File: src/rtl/serial_adder_pkg.sv
// Shared constants and state encoding for the serial nibble adder.
package serial_adder_pkg;

  localparam int NIBBLE_W = 4;

  typedef enum logic [1:0] {
    IDLE = 2'd0,
    ADD  = 2'd1,
    DONE = 2'd2
  } sna_state_t;

endpackage

File: src/rtl/serial_nibble_adder_rca4_cin.sv
// Combinational 4-bit ripple-carry adder with carry-in, built from four full-adder stages.
module rca4_cin (
  input  logic [3:0] a,
  input  logic [3:0] b,
  input  logic       cin,
  output logic [3:0] s,
  output logic       cout
);

  logic c1_s;
  logic c2_s;
  logic c3_s;

  assign s[0] = a[0] ^ b[0] ^ cin;
  assign c1_s = (a[0] & b[0]) | (cin & (a[0] ^ b[0]));

  assign s[1] = a[1] ^ b[1] ^ c1_s;
  assign c2_s = (a[1] & b[1]) | (c1_s & (a[1] ^ b[1]));

  assign s[2] = a[2] ^ b[2] ^ c2_s;
  assign c3_s = (a[2] & b[2]) | (c2_s & (a[2] ^ b[2]));

  assign s[3] = a[3] ^ b[3] ^ c3_s;
  assign cout = (a[3] & b[3]) | (c3_s & (a[3] ^ b[3]));

endmodule

File: src/rtl/serial_nibble_adder.sv
// Wide adder that streams one nibble per clock through a single 4-bit ripple slice,
// with valid/ready handshakes on both operand and result sides.
module serial_nibble_adder
  import serial_adder_pkg::*;
#(
  parameter int WIDTH = 16
) (
  input  logic             clk,
  input  logic             rst,
  input  logic             in_valid,
  output logic             in_ready,
  input  logic [WIDTH-1:0] in_a,
  input  logic [WIDTH-1:0] in_b,
  input  logic             in_cin,
  output logic             out_valid,
  input  logic             out_ready,
  output logic [WIDTH-1:0] out_sum,
  output logic             out_cout,
  output logic             busy
);

  localparam int NIBBLES = WIDTH / NIBBLE_W;
  localparam int IDX_W   = (NIBBLES > 1) ? $clog2(NIBBLES) : 1;
  localparam logic [IDX_W-1:0] LAST_IDX = IDX_W'(NIBBLES - 1);

  generate
    if ((WIDTH < NIBBLE_W) || ((WIDTH % NIBBLE_W) != 0)) begin : g_bad_width
      $error("serial_nibble_adder: WIDTH must be a positive multiple of 4");
    end
  endgenerate

  sna_state_t       state_r;
  sna_state_t       state_nx_s;
  logic [IDX_W-1:0] idx_r;
  logic             carry_r;
  logic [WIDTH-1:0] a_r;
  logic [WIDTH-1:0] b_r;
  logic [WIDTH-1:0] sum_r;
  logic             cout_r;
  logic             in_ready_r;
  logic             out_valid_r;
  logic             busy_r;
  logic [3:0]       s_nib_s;
  logic             c_nib_s;
  logic             last_s;

  // Operand registers shift right each ADD cycle, so the active nibble is always the low one.
  rca4_cin u_rca (
    .a    (a_r[NIBBLE_W-1:0]),
    .b    (b_r[NIBBLE_W-1:0]),
    .cin  (carry_r),
    .s    (s_nib_s),
    .cout (c_nib_s)
  );

  assign last_s = (idx_r == LAST_IDX);

  // Next-state decode for the IDLE/ADD/DONE sequence.
  always_comb begin
    state_nx_s = state_r;
    case (state_r)
      IDLE: begin
        if (in_valid) state_nx_s = ADD;
        else          state_nx_s = IDLE;
      end
      ADD: begin
        if (last_s) state_nx_s = DONE;
        else        state_nx_s = ADD;
      end
      DONE: begin
        if (out_ready) state_nx_s = IDLE;
        else           state_nx_s = DONE;
      end
      default: state_nx_s = IDLE;
    endcase
  end

  // State, datapath registers and registered handshake flags.
  always_ff @(posedge clk or posedge rst) begin
    if (rst) begin
      state_r     <= IDLE;
      idx_r       <= {IDX_W{1'b0}};
      carry_r     <= 1'b0;
      a_r         <= {WIDTH{1'b0}};
      b_r         <= {WIDTH{1'b0}};
      sum_r       <= {WIDTH{1'b0}};
      cout_r      <= 1'b0;
      in_ready_r  <= 1'b1;
      out_valid_r <= 1'b0;
      busy_r      <= 1'b0;
    end else begin
      state_r     <= state_nx_s;
      in_ready_r  <= (state_nx_s == IDLE);
      out_valid_r <= (state_nx_s == DONE);
      busy_r      <= (state_nx_s != IDLE);
      case (state_r)
        IDLE: begin
          if (in_valid) begin
            a_r     <= in_a;
            b_r     <= in_b;
            carry_r <= in_cin;
            idx_r   <= {IDX_W{1'b0}};
          end
        end
        ADD: begin
          a_r     <= a_r >> NIBBLE_W;
          b_r     <= b_r >> NIBBLE_W;
          carry_r <= c_nib_s;
          idx_r   <= idx_r + IDX_W'(1);
          for (int i = 0; i < NIBBLES; i++) begin
            if (idx_r == IDX_W'(i)) sum_r[i*NIBBLE_W +: NIBBLE_W] <= s_nib_s;
          end
          if (last_s) cout_r <= c_nib_s;
        end
        DONE: begin
        end
        default: begin
        end
      endcase
    end
  end

  assign in_ready  = in_ready_r;
  assign out_valid = out_valid_r;
  assign busy      = busy_r;
  assign out_sum   = sum_r;
  assign out_cout  = cout_r;

endmodule

File: config.mk
export PLATFORM = sky130hd
export DESIGN_NAME = serial_nibble_adder
export DESIGN_NICKNAME = d
export VERILOG_FILES = /design/src/rtl/serial_adder_pkg.sv /design/src/rtl/serial_nibble_adder_rca4_cin.sv /design/src/rtl/serial_nibble_adder.sv
export SDC_FILE = /design/constraint.sdc
export NUM_CORES = 1
export LEC_CHECK = 0
export ABC_AREA = 1
export BUFFER_PORTS_ARGS = -buffer_cell sky130_fd_sc_hd__buf_4
export CORE_MARGIN = 2
export CORE_UTILIZATION = 45
export DETAILED_ROUTE_END_ITERATION = 6
export MAX_ROUTING_LAYER = met4
export PLACE_DENSITY_LB_ADDON = 0.08
export RECOVER_POWER = 100
export SYNTH_ARGS = -nofsm -noshare
export SYNTH_HDL_FRONTEND = slang
export SYNTH_SLANG_ARGS = --single-unit
export TNS_END_PERCENT = 1
File: constraint.sdc
create_clock -name clk -period 2.6 [get_ports clk]
set_clock_uncertainty 0.1 [all_clocks]
set_input_delay 0.52 -clock clk [delete_from_list [all_inputs] [get_ports clk]]
set_output_delay 0.52 -clock clk [all_outputs]
set_load 0.005 [all_outputs]
* Word-level counts from Yosys, hierarchy flattened
Index checks and enable logic that the tools add are counted.
** Operators by class
- Add/subtract/negate cells :: 1
- Reduce and logical (&&, ||, !) cells :: 10
- Bitwise operators :: 20
- Equal/unequal tests :: 7
- Multiplexer cells :: 12
** Operator list (number)
- 16-bit case mux with 2 select lines :: 2
- 16-bit 2-to-1 mux :: 2
- 2-bit AND reduction :: 5
- 1-bit AND :: 8
- 2-bit equality test, second input constant :: 4
- 1-bit XOR :: 8
- 2-bit logical NOT :: 3
- 2-bit 2-to-1 mux :: 3
- 2-bit case mux with 3 select lines :: 1
- 2-bit by 1-bit equality test with 1-bit output, second input constant :: 2
- 1-bit OR :: 4
- 2-bit case mux with 2 select lines :: 1
- 2-bit nonzero test :: 2
- 2-bit by 1-bit adder with 2-bit output, second input constant :: 1
- 1-bit 2-to-1 mux :: 2
- 2-bit != test, second input constant :: 1
- 1-bit case mux with 2 select lines :: 1
** Storage, ports and cells
- Flip-flop bits (word level) :: 57
- Logic and storage cells :: 63
- Input bits :: 37
- Output and inout bits :: 20

* Logic depth before layout (Yosys ltp)
- Depth after elaboration :: 10
- Mapped depth :: 10
- Depth with buffers taken out :: 10

* Hierarchy
Synthesis repeated with hierarchy kept, for this count alone.
** Second synthesis, totals
- Cell total of the unflattened synthesis :: 350
- Area, all modules :: 2820.2 sq um
** Modules (own cells, without submodules)
- serial_nibble_adder :: times used 1, area an instance 2702.6 sq um, seq. area each 1427.6 sq um, cells each 336
- rca4_cin :: times used 1, area an instance 117.6 sq um, seq. area each 0.0 sq um, cells each 14

* Worst setup path after synthesis
No wires, ideal clock.
- Path type :: register to register
- Start point :: reg carry_r
- End point :: reg sum_r[11] (netlist: out_sum[11])
- Setup time :: 0.083 ns
- Path slack :: 0.391 ns
- Period minus slack after synthesis :: 2.209 ns
- Required time :: 2.417 ns
- Stages on the path, launching flop included :: 9
- Arrival :: 2.026 ns
- Buffers on the path :: 0
- Path through :: dfrtp_1 fa_1 inv_1 fa_1 inv_1 fa_1 inv_1 fa_1 o21ai_0
** On the way
- Longest elaborated chain between the ends :: 7
** RTL lines
- start: declaration :: RTL line serial_nibble_adder.sv:35 : logic carry_r;
- start signal: assignment :: RTL line serial_nibble_adder.sv:101 : carry_r <= in_cin;
- start signal: assignment :: RTL line serial_nibble_adder.sv:108 : carry_r <= c_nib_s;
- 1-bit AND :: RTL line serial_nibble_adder_rca4_cin.sv:15 : assign c1_s = (a[0] & b[0]) | (cin & (a[0] ^ b[0]));
- 1-bit OR :: RTL line serial_nibble_adder_rca4_cin.sv:15
- 1-bit AND :: RTL line serial_nibble_adder_rca4_cin.sv:18 : assign c2_s = (a[1] & b[1]) | (c1_s & (a[1] ^ b[1]));
- 1-bit OR :: RTL line serial_nibble_adder_rca4_cin.sv:18
- 1-bit AND :: RTL line serial_nibble_adder_rca4_cin.sv:21 : assign c3_s = (a[2] & b[2]) | (c2_s & (a[2] ^ b[2]));
- 1-bit OR :: RTL line serial_nibble_adder_rca4_cin.sv:21
- 1-bit XOR :: RTL line serial_nibble_adder_rca4_cin.sv:23 : assign s[3] = a[3] ^ b[3] ^ c3_s;
- end signal: assignment :: RTL line serial_nibble_adder.sv:86 : sum_r <= {WIDTH{1'b0}};
- end signal: indexed assignment :: RTL line serial_nibble_adder.sv:111 : if (idx_r == IDX_W'(i)) sum_r[i*NIBBLE_W +: NIBBLE_W] <= s_nib_s;
- end: declaration :: RTL line serial_nibble_adder.sv:38 : logic [WIDTH-1:0] sum_r;
Every way passes these cells.
A chain may end at the register's enable or synchronous reset.

* Worst setup path after layout
- Start point :: reg carry_r
- End point :: reg sum_r[7] (netlist: out_sum[7])
The elaborated chain is that of the path after synthesis.

==> results.txt <==
Final setup slack of the worst path: 262.8 ps. The worst path uses 89.89% of the clock period. The routed wirelength normalized by instance count was 11.76 um; the floorplan die height was 82.80 um. In this run, post-CTS hold repair placed 0 buffers. The worst pin sits at a relative slew slack of 6.624%. The mean instance size in the synthesized netlist was 8.122 um2. Data on the critical path is required at its endpoint by 2750 ps. Class of the tightest hold or removal check: in2reg. Maximum clock frequency: 0.4279 GHz.

The source-to-sink clock delay at the later pin of the worst-skew pair came out at 340 ps. The share of total power dissipated in the clock network is 21.0%. Per report_power, the combinational group accounts for 43.8% of the total. The first global-routing pass estimated 10130 um of wire.

Cell internal power was estimated by the tool at 0.002603 W. Portion of the post-synthesis area used by sequential elements: 51.10%. For the number of antenna violations at the first check in global routing, the log shows 0. The maximum number of pins on one net before global-route repair was 58; the switching portion of total power was 40.17%. The cell that appears most often on the critical path is sky130_fd_sc_hd__fa_1. Yosys printed 0 warnings. Number of top-level pins: 57. Setup violations remaining at the end of the flow were counted as 0. TritonCTS built the clock tree. The number of maximum-capacitance violations is 0, and the count of clock tree sinks is 57. Global routing used 20.27% of the available tracks. In this run, CTS created clock tree buffers numbering 9. The final weighted congestion in routability-driven placement is 0.7529. The total number of vias came out at 2313. Once the floorplan was initialized, standard cells occupied 46.91% of the core. For this run, design rule violations remaining after detail routing come to 0. The worst setup path is captured at a flop. Setup repair after global routing left no endpoint under its margin.

After the first detailed-routing iteration, the DRC count stood at 146. Fill cells in the final layout number 571. The fraction of layout instances using a drive strength above 1 is 19.31%. The logs give 28 for the number of core rows and 5632 um for the detailed-route wire length.

The net switching component of the power is 0.001748 W. Biggest cell delay along the critical path: 450 ps. Post-CTS repair changed the size of 0 cells. Detailed placement ended at an HPWL of 3676 um. The number of global-route vias before repair was 2237; the number of H-tree levels was 3.

The worst-case IR drop observed on VDD is 0.0005370 V. Timing analysis after detailed placement gives a worst setup slack of 253.6 ps. Walking the worst path, the cells encountered are fa_1 -> inv_1 -> fa_1 -> inv_1 -> fa_1 -> inv_1 -> fa_1 -> o21ai_0. After synthesis the netlist holds a flip-flop and latch count of 57. At the worst endpoint, the arrival time is 2490 ps.

At the pin with the least slew margin, the transition time is 1401 ps. The worst path needs 2337 ps of the cycle, external delays included. The flow ran to the end, and the final reports show no timing, DRC or antenna violations.

For the number of pins with negative max-slew slack in the final report, the log shows 0. The count of buffers inserted at the top-level ports was 56; the number of antenna cells inserted was 0. The total power divided by cell area is 1266 nW/um2.

The horizontal die dimension works out to 82.80 um. The start-to-end type of the worst setup path is reg2reg. In this run the remaining antenna-violating nets after routing total 0. Relative area change from synthesis to final layout: 23.02%. The number of different library cells used by synthesis comes to 19. STA classifies the critical path startpoint as a flop. The highest fanout seen on the critical path was 4.

Clock-pin slew was measured on the worst setup and hold paths at 70 ps. In the routed layout, each cell is associated on average with a via count of 4.829. The slowest cell on the critical path was sky130_fd_sc_hd__fa_1. After synthesis the cells add up to 2794 um2. The core area is 5956 um2, and the leakage power total is 1.912 nW. The worst-case clock buffer depth came out at 2. The number of nets handed over by synthesis was 389.

The number of hold-slack violations in the final timing report was 0; the setup TNS was 0 ps. The number of nets in the layout is 444. CTS root buffer: sky130_fd_sc_hd__clkbuf_8.

Before antenna repair, the detailed router went through 4 iterations. Per report_power, the sequential group accounts for 35.1% of the total. The floorplan step defined a die boundary enclosing 6855 um2. Post-CTS setup-driven buffer insertion count: 0.

Synthesis produced a netlist whose cell count is 344. The tools report the remaining global-route overflow as 0.
## critical path: cells and delay by family (launching register included)
kind / cells / cell delay, ps
adders and majority gates: 4 / 1380
DFF: 1 / 400
buffers and inverters: 3 / 200
AOI/OAI and AO/OA: 1 / 190
## path summary, 6_finish.rpt
path	endpoint	slack [ps]	start	cells after the start
max in group asynchronous	b_r[3]$_DFFE_PP0P_	1000	rst	3
max reg2reg	out_sum[7]$_DFFE_PP0P_	260	carry_r$_DFFE_PP0P_	8
max	out_sum[7]$_DFFE_PP0P_	260	carry_r$_DFFE_PP0P_	8
min	b_r[12]$_DFFE_PP0P_	290	in_b[12]	3
min in group asynchronous	state_r[0]$_DFF_PP0_	570	rst	3
min reg2reg	out_sum[14]$_DFFE_PP0P_	380	out_sum[14]$_DFFE_PP0P_	2
## registers in the layout, indices dropped and copies added (netlist names)
name	flops
a_r	16
b_r	16
out_sum	16
idx_r	2
state_r	2
busy	1
carry_r	1
in_ready	1
out_cout	1
out_valid	1
## metrics by stage
step	cell area [um2]	util, %	hold slack [ps]	cells	power, W
finish	3437	57.71	289.9	479	0.004351
global route	3437	57.71	292.6	479	0.004858
detailed placement	3254	54.64	375.2	463	0.003563
floorplan	2794	-	376.3	344	0.002975
global placement	3254	54.64	367.2	463	0.003537
CTS	3472	58.30	280.5	479	0.004493
## cell families after synthesis
family                   share of synthesized area [%]
AO/OA/AOI/OAI                                    4.837
adder cells (fa/ha/maj)                          4.658
buffers and inverters                            12.14
flip-flops                                       51.10
AND/OR/NAND/NOR                                  27.27
## power by group through the flow
stage / logic [W] / clock network, W / registers (W)
2_1_floorplan: 0.00145 / 0 / 0.00153
3_3_place_gp: 0.00199 / 0 / 0.00155
3_5_place_dp: 0.00201 / 0 / 0.00156
4_1_cts: 0.00201 / 0.000938 / 0.00154
5_1_grt: 0.00229 / 0.000986 / 0.00159
6_report: 0.00191 / 0.000916 / 0.00153
## synth_stat cells
library cell                n  area share [%]
sky130_fd_sc_hd__nand3_1   77              14
sky130_fd_sc_hd__fa_1       4             2.9
sky130_fd_sc_hd__nor2_1     2            0.27
sky130_fd_sc_hd__o21ai_1    6             1.1
sky130_fd_sc_hd__nand2_1   82              11
sky130_fd_sc_hd__buf_4      5             1.3
sky130_fd_sc_hd__inv_2      2            0.27
sky130_fd_sc_hd__nor2_4     1            0.40
sky130_fd_sc_hd__nand2_4    1            0.40
sky130_fd_sc_hd__inv_1     64             8.6
sky130_fd_sc_hd__nand2_2    5             1.1
sky130_fd_sc_hd__ha_1       4             1.8
sky130_fd_sc_hd__dfstp_2    1            0.94
sky130_fd_sc_hd__dfrtp_1   56              50
sky130_fd_sc_hd__nand3b_1   1            0.27
sky130_fd_sc_hd__clkbuf_1   3            0.40
sky130_fd_sc_hd__buf_1      2            0.27
sky130_fd_sc_hd__o21ai_0   21             3.8
sky130_fd_sc_hd__buf_2      7             1.3
## final cells by class
type,count,area [um2],area share (%)
clock buffer,9,123.9,3.604
sequential,57,1428,41.54
clock inverter,7,93.84,2.730
timing repair buffer,61,447.9,13.03
multi-input combinational,204,1002,29.16
inverter,66,247.7,7.208
tap,75,93.84,2.730
## per-layer routing
metal	vias to the layer above	track usage [%]	part of all wire [%]
met5	-	-	0
met4	0	9.344	1.8
met3	9	4.221	4.6
met2	49	32.02	48
met1	1082	25.12	46
li1	1173	-	-
## layout by cell type (no fill, tap or decap)
cell                         synthesis  layout
sky130_fd_sc_hd__nand2_1            82      87
sky130_fd_sc_hd__nand3_1            77      77
sky130_fd_sc_hd__inv_1              64      65
sky130_fd_sc_hd__dfrtp_1            56      56
sky130_fd_sc_hd__buf_4               5      39
sky130_fd_sc_hd__o21ai_0            21      24
sky130_fd_sc_hd__clkbuf_4            0      19
sky130_fd_sc_hd__clkbuf_8            0       9
sky130_fd_sc_hd__fa_1                4       4
sky130_fd_sc_hd__ha_1                4       4
sky130_fd_sc_hd__nor2_1              2       3
sky130_fd_sc_hd__o21ai_1             6       3
sky130_fd_sc_hd__clkinv_2            0       2
sky130_fd_sc_hd__clkinvlp_4          0       2
sky130_fd_sc_hd__bufinv_16           0       2
sky130_fd_sc_hd__clkbuf_1            3       2
sky130_fd_sc_hd__nand2_2             5       1
sky130_fd_sc_hd__inv_2               2       1
sky130_fd_sc_hd__nand3b_1            1       1
sky130_fd_sc_hd__inv_6               0       1
sky130_fd_sc_hd__dfstp_2             1       1
sky130_fd_sc_hd__clkbuf_2            0       1
Note: power is estimated with default switching activity, not from simulation.
